<file path="src/rtl/mux_pkg.sv">
// Shared encodings for the channel multiplexer family.
package mux_pkg;

   localparam logic MODE_MANUAL = 1'b0;
   localparam logic MODE_RR     = 1'b1;

   // Occupancy of the single-entry output register
   typedef enum logic {
      OUT_EMPTY = 1'b0,
      OUT_FULL  = 1'b1
   } out_state_e;

endpackage

</file>
<file path="src/rtl/rr_pick.sv">
// Rotating priority search: first set request at or above ptr, wrapping modulo N_CH.
module rr_pick #(
   parameter  int unsigned N_CH  = 8,
   localparam int unsigned SEL_W = $clog2(N_CH)
) (
   input  logic [N_CH-1:0]  req,
   input  logic [SEL_W-1:0] ptr,
   output logic             found,
   output logic [SEL_W-1:0] idx
);

   // One extra bit so ptr + offset never overflows before the modulo fold
   logic [SEL_W:0] cand;

   // Scan exactly N_CH candidates starting at ptr; the earliest hit wins
   always_comb begin
      found = 1'b0;
      idx   = '0;
      cand  = '0;
      for (int unsigned i = 0; i < N_CH; i++) begin
         cand = {1'b0, ptr} + (SEL_W+1)'(i);
         if (cand >= (SEL_W+1)'(N_CH)) begin
            cand = cand - (SEL_W+1)'(N_CH);
         end
         if (!found && req[cand[SEL_W-1:0]]) begin
            found = 1'b1;
            idx   = cand[SEL_W-1:0];
         end
      end
   end

endmodule

</file>
<file path="src/rtl/mux_rr_nx1.sv">
// N:1 multiplexer with manual or round-robin select, valid/ready on every channel,
// and a single-entry registered output.
module mux_rr_nx1
   import mux_pkg::*;
#(
   parameter  int unsigned N_CH  = 8,
   parameter  int unsigned W     = 8,
   localparam int unsigned SEL_W = $clog2(N_CH)
) (
   input  logic              clk,
   input  logic              rst_n,
   input  logic              mode,
   input  logic [SEL_W-1:0]  sel,
   input  logic [N_CH*W-1:0] in_data,
   input  logic [N_CH-1:0]   in_valid,
   output logic [N_CH-1:0]   in_ready,
   output logic [W-1:0]      out_data,
   output logic [SEL_W-1:0]  out_ch,
   output logic              out_valid,
   input  logic              out_ready
);

   // Valid vector padded to the full select range so out-of-range sel reads a zero
   localparam int unsigned N_PAD = 32'd1 << SEL_W;

   out_state_e        state_q, state_d;
   logic [W-1:0]      out_data_q, out_data_d;
   logic [SEL_W-1:0]  out_ch_q, out_ch_d;
   logic [SEL_W-1:0]  rr_ptr_q, rr_ptr_d;

   logic [N_PAD-1:0]  valid_pad_c;
   logic              sel_ok_c;
   logic              load_c;
   logic              rr_found_c;
   logic [SEL_W-1:0]  rr_idx_c;
   logic              grant_c;
   logic [SEL_W-1:0]  grant_idx_c;
   logic [W-1:0]      ch_data_c [N_CH];

   rr_pick #(
      .N_CH (N_CH)
   ) u_rr_pick (
      .req   (in_valid),
      .ptr   (rr_ptr_q),
      .found (rr_found_c),
      .idx   (rr_idx_c)
   );

   // Unpack the flat channel bus
   always_comb begin
      for (int unsigned c = 0; c < N_CH; c++) begin
         ch_data_c[c] = in_data[c*W +: W];
      end
   end

   // Grant selection; the output slot can take a word when empty or draining
   always_comb begin
      valid_pad_c = N_PAD'(in_valid);
      sel_ok_c    = ({1'b0, sel} < (SEL_W+1)'(N_CH));
      load_c      = (state_q == OUT_EMPTY) || out_ready;
      grant_c     = 1'b0;
      grant_idx_c = '0;
      if (rst_n && load_c) begin
         if (mode == MODE_RR) begin
            grant_c     = rr_found_c;
            grant_idx_c = rr_found_c ? rr_idx_c : '0;
         end else if (sel_ok_c && valid_pad_c[sel]) begin
            grant_c     = 1'b1;
            grant_idx_c = sel;
         end
      end
      in_ready = grant_c ? (N_CH'(1) << grant_idx_c) : '0;
   end

   // Output occupancy register
   always_ff @(posedge clk) begin
      if (!rst_n) begin
         state_q <= OUT_EMPTY;
      end else begin
         state_q <= state_d;
      end
   end

   // Occupancy next state: fill on transfer, empty on drain without refill
   always_comb begin
      state_d = state_q;
      if (grant_c) begin
         state_d = OUT_FULL;
      end else if ((state_q == OUT_FULL) && out_ready) begin
         state_d = OUT_EMPTY;
      end
   end

   // Occupancy output decode
   always_comb begin
      out_valid = (state_q == OUT_FULL);
   end

   // Datapath next state: capture granted word; advance pointer on round-robin transfers only
   always_comb begin
      out_data_d = out_data_q;
      out_ch_d   = out_ch_q;
      rr_ptr_d   = rr_ptr_q;
      if (grant_c) begin
         out_data_d = ch_data_c[grant_idx_c];
         out_ch_d   = grant_idx_c;
         if (mode == MODE_RR) begin
            rr_ptr_d = (grant_idx_c == SEL_W'(N_CH-1)) ? '0 : grant_idx_c + SEL_W'(1);
         end
      end
   end

   // Datapath registers
   always_ff @(posedge clk) begin
      if (!rst_n) begin
         out_data_q <= '0;
         out_ch_q   <= '0;
         rr_ptr_q   <= '0;
      end else begin
         out_data_q <= out_data_d;
         out_ch_q   <= out_ch_d;
         rr_ptr_q   <= rr_ptr_d;
      end
   end

   assign out_data = out_data_q;
   assign out_ch   = out_ch_q;

endmodule

</file>
<file path="config.mk">
export PLATFORM = sky130hd
export DESIGN_NAME = mux_rr_nx1
export DESIGN_NICKNAME = d
export VERILOG_FILES = /design/src/rtl/mux_pkg.sv /design/src/rtl/rr_pick.sv /design/src/rtl/mux_rr_nx1.sv
export SDC_FILE = /design/constraint.sdc
export NUM_CORES = 1
export LEC_CHECK = 0
export ABC_CLOCK_PERIOD_IN_PS = 5030
export CELL_PAD_IN_SITES_DETAIL_PLACEMENT = 1
export CELL_PAD_IN_SITES_GLOBAL_PLACEMENT = 2
export CORE_ASPECT_RATIO = 0.6
export CORE_MARGIN = 4
export CORE_UTILIZATION = 25
export DETAILED_ROUTE_END_ITERATION = 6
export PLACE_DENSITY_LB_ADDON = 0.1
export SYNTH_ARGS = -nofsm -noshare
export SYNTH_HDL_FRONTEND = slang
export SYNTH_SLANG_ARGS = --single-unit
</file>
<file path="constraint.sdc">
create_clock -name clk -period 5.03 [get_ports clk]
set_input_delay 0.7545 -clock clk [delete_from_list [all_inputs] [get_ports clk]]
set_output_delay 0.7545 -clock clk [all_outputs]
set_load 0.05 [all_outputs]
</file>
### Yosys cells after proc, flatten, opt, wreduce, memory -nomap -nowiden

Index checks and enable logic that the tools add are counted.

| operators by class | value |
|---|---|
| mux-type cells | 56 |
| $add $sub $neg | 16 |
| bitwise gates (word level) | 2 |
| eq/ne operators | 1 |
| order comparisons | 18 |
| reduce and logical (&&, ||, !) cells | 19 |
| shifts and indexed selects | 1 |

Operator list:

| kind | number |
|---|---|
| 3-bit two-way mux | 21 |
| 3-bit by 4-bit less-than comparator with 1-bit output (second input constant) | 9 |
| 4-bit >= comparator (second input constant) | 8 |
| 1-bit binary-select mux with 3-bit select | 9 |
| 8-bit binary-select mux with 3-bit select | 1 |
| 8-bit two-way mux | 3 |
| 3-bit by 1-bit subtractor with 3-bit output (second input constant) | 8 |
| 1-bit two-way mux | 22 |
| 3-bit by 3-bit adder with 4-bit output (second input constant) | 4 |
| 1-bit logical AND | 9 |
| 3-bit by 2-bit adder with 4-bit output (second input constant) | 2 |
| 1-bit by 3-bit left shift with 8-bit output (first input constant) | 1 |
| 1-bit zero test | 7 |
| 3-bit by 1-bit adder with 4-bit output (second input constant) | 1 |
| 3-bit by 4-bit >= comparator with 1-bit output (second input constant) | 1 |
| 3-bit NOT with 4-bit output | 1 |
| 3-bit by 1-bit adder with 3-bit output (second input constant) | 1 |
| 3-bit == test (second input constant) | 1 |
| 2-bit AND reduction | 1 |
| 2-bit nonzero test | 1 |
| 1-bit logical OR | 1 |
| 1-bit NOT | 1 |

| storage, ports and cells | value |
|---|---|
| word-level logic and storage cells | 117 |
| output and inout port bits | 20 |
| bits in registers | 15 |
| input bits | 79 |

### Longest topological paths before layout

Gate-level depths: netlist of run 1.

| depth | value |
|---|---|
| depth in word-level cells | 33 |
| gate-level depth with buffers | 21 |
| gate-level depth less buffers | 16 |

### Hierarchy

From an unflattened synthesis of run 1, not the netlist that was laid out.

| unflattened totals | value |
|---|---|
| cells, all modules | 254 |
| area, all modules | 2164.6 µm² |

Modules (own cells, without submodules):

| module | area each (µm²) | cells each | sequential area each (µm²) | times used |
|---|---|---|---|---|
| mux_rr_nx1 | 1351.3 | 154 | 300.3 | 1 |
| rr_pick | 813.3 | 100 | 0.0 | 1 |

### Least setup slack after synthesis of run 1

OpenSTA, ideal clock, no wires.

| timing | value |
|---|---|
| kind | register to output |
| from | register rr_ptr_q[1] |
| to | output port in_ready[1] |
| path slack | -0.295 ns |
| cell stages (with the launch flop) | 18 |
| arrival | 4.571 ns |
| cells stage by stage | dfxtp_1 -> buf_6 -> buf_2 -> inv_1 -> ha_1 -> buf_2 -> buf_4 -> mux2i_1 -> mux2i_1 -> mux2_2 -> a211oi_4 -> nand2_2 -> o41ai_2 -> o221a_2 -> buf_4 -> ha_1 -> inv_1 -> nor3_1 |

| between the ends | value |
|---|---|
| longest elaborated chain between the ends | 31 |
| elaborated cells on any way between the ends | 84 |
| those cells by class | add/sub (15); order compare (8); shift (1); mux (46); reduce/logical (14) |

RTL lines:

| element | line | RTL |
|---|---|---|
| start, declared | mux_rr_nx1.sv:29 | `logic [SEL_W-1:0] rr_ptr_q, rr_ptr_d;` |
| start signal, assigned | mux_rr_nx1.sv:122 | `rr_ptr_q <= rr_ptr_d;` |
| branches (longest 26 deep; another with 3-bit by 1-bit adder with 4-bit output) | -- |  |
| 3-bit two-way mux * | mux_rr_nx1.sv:66 | `grant_idx_c = rr_found_c ? rr_idx_c : '0;` |
| 3-bit two-way mux * | mux_rr_nx1.sv:64 | `if (mode == MODE_RR) begin` |
| 3-bit two-way mux * | mux_rr_nx1.sv:63 | `if (rst_n && load_c) begin` |
| via grant_idx_c[0] | mux_rr_nx1.sv:37 | `logic [SEL_W-1:0] grant_idx_c;` |
| 1-bit by 3-bit left shift with 8-bit output * | mux_rr_nx1.sv:72 | `in_ready = grant_c ? (N_CH'(1) << grant_idx_c) : '0;` |
| 8-bit two-way mux * | mux_rr_nx1.sv:72 |  |
| end, declared | mux_rr_nx1.sv:16 | `output logic [N_CH-1:0] in_ready,` |

Mark *: on every way through the listed nets, which the timed path passes. The select of a mux whose other input is x is not followed.

### Worst setup path in the final report of run 1

| timing | value |
|---|---|
| from | input port in_valid[7] |
| to | output port in_ready[4] |

| between the ends | value |
|---|---|
| longest elaborated chain between the ends | 29 |
| elaborated cells on any way between the ends | 57 |
| those cells by class | shift (1); mux (42); reduce/logical (14) |

RTL lines:

| element | line | RTL |
|---|---|---|
| start, declared | mux_rr_nx1.sv:15 | `input logic [N_CH-1:0] in_valid,` |
| 1-bit binary-select mux with 3-bit select | rr_pick.sv:25 | `if (!found && req[cand[SEL_W-1:0]]) begin` |
| 1-bit two-way mux (implied by the code) | rr_pick.sv:25 |  |
| 1-bit two-way mux | rr_pick.sv:25 |  |
| 1-bit zero test | rr_pick.sv:25 |  |
| 1-bit logical AND | rr_pick.sv:25 |  |
| 1-bit two-way mux | rr_pick.sv:25 |  |
| 1-bit zero test | rr_pick.sv:25 |  |
| 1-bit logical AND | rr_pick.sv:25 |  |
| [... 13 more ...] | -- |  |
| 1-bit zero test | rr_pick.sv:25 |  |
| 1-bit logical AND | rr_pick.sv:25 |  |
| 3-bit two-way mux or 1-bit two-way mux (tied branches) | rr_pick.sv:25 |  |
| 3-bit two-way mux | mux_rr_nx1.sv:66 |  |
| 3-bit two-way mux | mux_rr_nx1.sv:64 |  |
| 3-bit two-way mux | mux_rr_nx1.sv:63 |  |
| 1-bit by 3-bit left shift with 8-bit output | mux_rr_nx1.sv:72 |  |
| 8-bit two-way mux * | mux_rr_nx1.sv:72 |  |

Mark *: on every way between the ends. The rest lies on a longest branch, timed or not. The select of a mux whose other input is x is not followed.

==> results.ini, run 1 <==
[run_status]
status = finished, final reports clean

[global_routing]
antenna_found_initial = 0
grt-ovfl-total = 0
globalRouteMet3Util_pct = 4.00
grt_pass1_wl_mm = 15.8
grt_use_total_pct = 16.3
grt_start_max_net_pins = 34
grt_pass1_vias = 2779
met2_usage_pct = 22.7
top_usage_layer = met1
met1_usage_pct = 26.2

[power_and_ir_drop]
p_per_area_nw_per_um2 = 202
power_uw = 785
ir_drop_mv = 0.110
p_leak_nw = 1.55

[min_path]
hold_start = out_data[5]
min_to = out_data[5]
whs_path_depth = 2
hold_class = register to register

[timing]
period_share_pct = 95.8
setup_viol = 0
tightest_slew_ps = 537
timing_hold_violations_final = 0
setup_tns_ps = 0
fin_skew_ps = 2.37
slew_violations = 0
min_period_ps = 4820
slew_headroom_pct = 64.1
rsz0062_at_grt = false
fmax_ghz = 0.208

[yosys]
synth-seq-area-share_pct = 11.6
yosys.cell_types.count = 58
yosysTopAreaCellShare_pct = 18.1
yosysMostFrequentCell = mux2i_1
synth_edf_count = 0
syn_nets = 390
synthFlopType = dfxtp_1
synth_cells = 304
synthArstFlopShare_pct = 0
synth_common_cells = mux2i_1 (47), nand2_1 (36), nand3_1 (22), a21oi_1 (18), dfxtp_1 (15)
yosys-top-cells-area = mux2i_1 (18%), dfxtp_1 (12%), mux4_2 (11%), nand2_1 (5.2%), nand3_1 (4.2%)
syn_area_um2 = 2590
yosysTopAreaCell = mux2i_1
ys_warn_count = 0
ys_ff_latch = 15
syn_avg_cell_area_um2 = 8.54

[floorplan]
core_region_area_um2 = 9980
io_pins = 99
start_util_pct = 26.0
dieArea_um2 = 12100
die_h_um = 86.9
die-width_um = 140
rows = 28

[worst_setup_path]
required_ps = 4280
crit_arrival_ps = 4060
crit_cells = 14
slowest_delay_ps = 550
rr_worst_depth = 13
r2r_end = rr_ptr_q[0]
crit_path_start = in_valid[7]
endpoint_kind = output port
crit_fanout = 5
crit_slowest_cell = mux4_2
crit_buf_inv = 5
path_cells = clkdlybuf4s50_1 -> mux4_2 -> nand2b_4 -> a31o_1 -> a211oi_4 -> nand2_2 -> o41ai_2 -> o221a_2 -> buf_4 -> inv_1 -> ha_1 -> inv_1 -> nor2_1 -> buf_4
ff2ff_setup_slack_ps = 1090
crit_family = compound AO/OA/AOI/OAI gates
start_kind = input pin
r2r_start = rr_ptr_q[1]
crit_type = input pin to output port

[finish]
syn_to_final_growth_pct = 49.8
diodes = 0
finish.net_count = 491
nFillCells = 1154
drive_gt1_share_pct = 20.8
regArea_um2 = 300
multiInputGateArea_um2 = 2090

[detailed_routing]
wl_per_cell_um = 18.7
vias_per_cell = 5.03
drc = 0
drt-total-wl_mm = 10.1
first_pass_iters = 4
num_vias = 2711
drt_iter0_drc = 120
ant_nets = 0

[cts]
cts_hold_buf = 0
cts_setup_buffers = 0
cts_tree = done
insertion_delay_ps = 240
clk_pin_slew_ps = 50
cts_made_buffers = 3
clk_path_buf_depth = 2
cts_root_buf = clkbuf_16
cts_resized = 0
cts.sinks = 15
h-tree-depth = 1

[placed_design]
dp_hpwl_mm = 8.40
port_buffers = 98
gp_congestion = 0.843

[flow_run]
drv_cap = 0

-- power breakdown --
part	internal (mW)	switching, mW	total, mW
clock	0.107	0.0482	0.156
combinational	0.215	0.268	0.483
sequential	0.137	0.00921	0.147
total	0.460	0.325	0.785
-- worst max path at each step --
| stage | end | slack, ps |
|---|---|---|
| floorplan | in_ready[1] | 120 |
| global placement | in_ready[1] | 270 |
| detailed placement | in_ready[4] | 200 |
| CTS | in_ready[4] | 180 |
| global route | in_ready[4] | 40 |
| finish | in_ready[4] | 210 |
-- per-layer routing --
metal / routed length [um] / share of wire (%)
met1: 5470 / 54
met2: 3840 / 38
met3: 796 / 7.9
met4: 0 / 0
met5: 0 / 0
-- cells in the final DEF (no fill, tap or decap), types with 3 or more instances in the layout --
master           netlist  final
mux4_2                13     13
or3_1                  3      3
nand3_1               22     22
o22ai_1                3      3
clkdlybuf4s50_1        0     88
nand2b_1               4      4
mux2_2                 9      9
nand2_1               36     36
o21ai_1                4      4
a21boi_0               3      3
nor2_1                12     11
o221ai_1               3      3
a21oi_1               18     18
buf_4                  4     27
ha_1                   7      7
mux2i_1               47     45
nor3_2                 0      3
clkbuf_16              0      3
dfxtp_1               15     15
buf_12                 1      4
nor2b_1                7      7
nor3_1                 6      3
o211ai_2               5      5
o21ai_0                5      5
o211ai_1               3      3
inv_1                 10     10
-- final cells by class --
cell class | instances | area share, %
Clock buffer | 4 | 2.03
Inverter | 12 | 1.16
Multi-Input combinational cell | 251 | 53.9
Sequential cell | 15 | 7.72
Timing Repair Buffer | 122 | 30.9
Tap cell | 135 | 4.35
-- metrics by stage --
step	instances	util, %	hold slack [ps]	setup slack (ps)	cell area [um2]
after global routing	539	38.9	495	44.8	3890
final	539	38.9	463	213	3890
after CTS	539	38.7	469	183	3860
after detailed placement	535	37.9	457	203	3780
after global placement	535	37.9	451	273	3780
after floorplan	304	-	674	117	2610
-- cells by family after synthesis --
| logic type | synth area share (%) |
|---|---|
| flops | 11.6 |
| xor+xnor | 1.30 |
| mux | 34.2 |
| compound gates | 21.3 |
| fa+ha+maj | 3.37 |
| buf+inv | 8.97 |
| simple gates | 19.3 |
-- sequential cells by signal, indices dropped and copies added, names as in the netlist --
signal,cells
out_ch,3
out_data,8
out_valid,1
rr_ptr_q,3
-- tightest hold or removal path, cell delays in order, from the launching register on --
cell	delay, ps
dfxtp_1	300
nand3_1	60
nand2_1	50
(Power assumes the default switching activity.)
==> inputs of run 2 (changes only) <==
--- a/config.mk
+++ b/config.mk
@@ -5,12 +5,12 @@
 export SDC_FILE = /design/constraint.sdc
 export NUM_CORES = 1
 export LEC_CHECK = 0
-export ABC_CLOCK_PERIOD_IN_PS = 5030
+export ABC_CLOCK_PERIOD_IN_PS = 6150
 export CELL_PAD_IN_SITES_DETAIL_PLACEMENT = 1
 export CELL_PAD_IN_SITES_GLOBAL_PLACEMENT = 2
 export CORE_ASPECT_RATIO = 0.6
 export CORE_MARGIN = 4
-export CORE_UTILIZATION = 25
+export CORE_UTILIZATION = 27
 export DETAILED_ROUTE_END_ITERATION = 6
 export PLACE_DENSITY_LB_ADDON = 0.1
 export SYNTH_ARGS = -nofsm -noshare
==> constraint.sdc (replaced) <==
create_clock -name clk -period 6.15 [get_ports clk]
set_input_delay 0.9225 -clock clk [delete_from_list [all_inputs] [get_ports clk]]
set_output_delay 0.9225 -clock clk [all_outputs]
set_load 0.05 [all_outputs]
==> run 2 against run 1 <==
Via count decreased by 0.63%. Final cell count decreased by 3.7%. Global-route usage up 1.2 points. Largest cell class unchanged. Highest routed layer unchanged.
==> results.ini, run 2 (synthesis gave the netlist of run 1 again) <==
[global_routing]
antenna_found_initial = 0  ; unchanged
grt_pass1_wl_mm = 15.8  ; about the same
grt-ovfl-total = 0  ; unchanged
grt_start_max_net_pins = 35  ; was 34
grt_use_total_pct = 17.5  ; was 16.3%
grt_pass1_vias = 2687  ; was 2779

[timing]
rsz0062_at_grt = false  ; unchanged
period_share_pct = 89.7
tightest_slew_ps = 952  ; was 537 ps
setup_tns_ps = 0  ; unchanged
timing_hold_violations_final = 0  ; unchanged
fin_skew_ps = 1.19  ; was 2.37 ps
slew_violations = 0  ; unchanged
slew_headroom_pct = 36.5  ; was 64.1%
fmax_ghz = 0.181
setup_viol = 0  ; unchanged
min_period_ps = 5510

[detailed_routing]
drt_iter0_drc = 144  ; was 120
drc = 0  ; unchanged
ant_nets = 0  ; unchanged
drt-total-wl_mm = 9.83  ; was 10.1 mm
vias_per_cell = 5.19  ; was 5.03
first_pass_iters = 4  ; unchanged
wl_per_cell_um = 18.9  ; was 18.7 um
num_vias = 2694  ; was 2711

[worst_setup_path]
cp-endpoint = in_ready[7]  ; was in_ready[4]
crit_type = input pin to output port  ; unchanged
crit_fanout = 11  ; was 5
required_ps = 5230  ; was 4280 ps
ff2ff_setup_slack_ps = 1940  ; was 1090 ps
rr_worst_depth = 13  ; unchanged
crit_family = compound AO/OA/AOI/OAI gates  ; unchanged
crit_slowest_cell = clkdlybuf4s50_1  ; was mux4_2
crit_path_start = in_valid[5]  ; was in_valid[7]
start_kind = input pin  ; unchanged
crit_cells = 13  ; was 14
crit_top_cell = ha_1
path_cells = clkdlybuf4s50_1 -> mux4_2 -> nand2b_4 -> a31o_1 -> a211oi_4 -> nand2_2 -> o41ai_2 -> o221a_2 -> ha_1 -> ha_1 -> inv_1 -> nor2_1 -> buf_12  ; was clkdlybuf4s50_1 -> mux4_2 -> nand2b_4 -> a31o_1 -> a211oi_4 -> nand2_2 -> o41ai_2 -> o221a_2 -> buf_4 -> inv_1 -> ha_1 -> inv_1 -> nor2_1 -> buf_4
r2r_start = rr_ptr_q[1]  ; unchanged
endpoint_kind = output port  ; unchanged
r2r_end = out_data[2]  ; was rr_ptr_q[0]
crit_arrival_ps = 4590  ; was 4060 ps
slowest_delay_ps = 610  ; was 550 ps
crit_buf_inv = 3  ; was 5

[finish]
finish.net_count = 476  ; was 491
syn_to_final_growth_pct = 44.1  ; was 49.8%
largest_register_ffs = 8  ; unchanged
diodes = 0  ; unchanged
drive_gt1_share_pct = 15.9  ; was 20.8%
layout.cells.most_common_list = clkdlybuf4s50_1 (90), mux2i_1 (47), nand2_1 (36)  ; was clkdlybuf4s50_1 (88), mux2i_1 (45), nand2_1 (36)
instances_no_fill = 519  ; was 539
final_common_cell = clkdlybuf4s50_1  ; unchanged

[min_path]
hold_class = register to register  ; unchanged
whs_path_depth = 2  ; unchanged

[power_and_ir_drop]
p_leak_nw = 1.45  ; was 1.55 nW
ir_drop_mv = 0.0992  ; was 0.110 mV
power_frac_comb_pct = 60.1  ; was 61.5%
p_per_area_nw_per_um2 = 170  ; was 202 nW/um2
seqPwrFrac_pct = 19.1  ; was 18.7%
power_switching_uw = 268  ; was 325 uW
internal-power_uw = 367  ; was 460 uW
switching_share_pct = 42.1  ; was 41.4%
pwr-share-clk_pct = 20.8  ; was 19.8%

[cts]
cts_tree = done  ; unchanged
cts_root_buf = clkbuf_16  ; unchanged
cts_made_buffers = 3  ; unchanged
clk_pin_slew_ps = 50  ; about the same
cts_setup_buffers = 0  ; unchanged
insertion_delay_ps = 250  ; was 240 ps
cts_resized = 0  ; unchanged
clk_path_buf_depth = 2  ; unchanged
cts.sinks = 15  ; unchanged
h-tree-depth = 1  ; unchanged
cts_hold_buf = 0  ; unchanged

[floorplan]
io_pins = 99  ; unchanged
core_region_area_um2 = 9260  ; was 9980 um2
rows = 27  ; was 28
die-width_um = 135  ; was 140 um
die_h_um = 83.9  ; was 86.9 um
dieArea_um2 = 11300  ; was 12100 um2
start_util_pct = 28.0  ; was 26.0%

[flow_run]
drv_cap = 0  ; unchanged

[placed_design]
dp_hpwl_mm = 8.07  ; was 8.40 mm
gp_congestion = 0.827  ; was 0.843
port_buffers = 98  ; unchanged
dp_cells = 515  ; was 535

[run_status]
status = finished, final reports clean  ; unchanged

[run 2: cell count changes in the layout (fill, tap and decap cells not counted), sizes merged]
cell / before / now
buf: 32 / 17
clkdlybuf4s50: 88 / 90
dlymetal6s2s: 2 / 0
[run 2: worst min path at each step]
stage / start / to / slack (ps)
global placement: out_ch[2] / out_ch[2] / 470
global route: out_ch[2] / out_ch[2] / 510
floorplan: out_ch[2] / out_ch[2] / 670
finish: out_data[5] / out_data[5] / 470
detailed placement: out_data[5] / out_data[5] / 470
CTS: out_data[5] / out_data[5] / 480
[run 2: final cells by class]
type	count	area [um2]
inverters	12	45.0
fillers	1120	5520
clock buffers	4	78.8
repair buffers	107	1090
multi-input cells	251	2060
well taps	130	163
flip-flops and latches	15	300
[run 2: power by group through the flow]
stage	Clock [mW]	Combinational (mW)	Sequential (mW)
2_1_floorplan	0	0.200	0.169
3_3_place_gp	0	0.380	0.122
3_5_place_dp	0	0.381	0.123
4_1_cts	0.134	0.384	0.121
5_1_grt	0.138	0.413	0.123
6_report	0.132	0.382	0.121
[run 2: stage by stage]
step | power [mW] | setup WS, ps | hold WS, ps | util [%] | area [um2]
floorplan | 0.369 | 657 | 674 | - | 2590
global placement | 0.503 | 791 | 465 | 39.6 | 3660
detailed placement | 0.505 | 646 | 465 | 39.6 | 3660
CTS | 0.639 | 643 | 479 | 40.4 | 3740
global route | 0.674 | 434 | 514 | 40.4 | 3740
finish | 0.635 | 636 | 474 | 40.4 | 3740
[run 2: per-layer routing]
metal,global-route usage (%),up-vias,share of wire (%)
met5,0,-,0
met4,0.832,0,0
met3,3.98,0,7.9
met2,23.3,87,38
met1,29.1,1313,54
li1,-,1294,-
[run 2: tightest hold or removal path, stage by stage (launching register included)]
cell	delay, ps
dfxtp_1	310
nand3_1	70
nand2_1	50
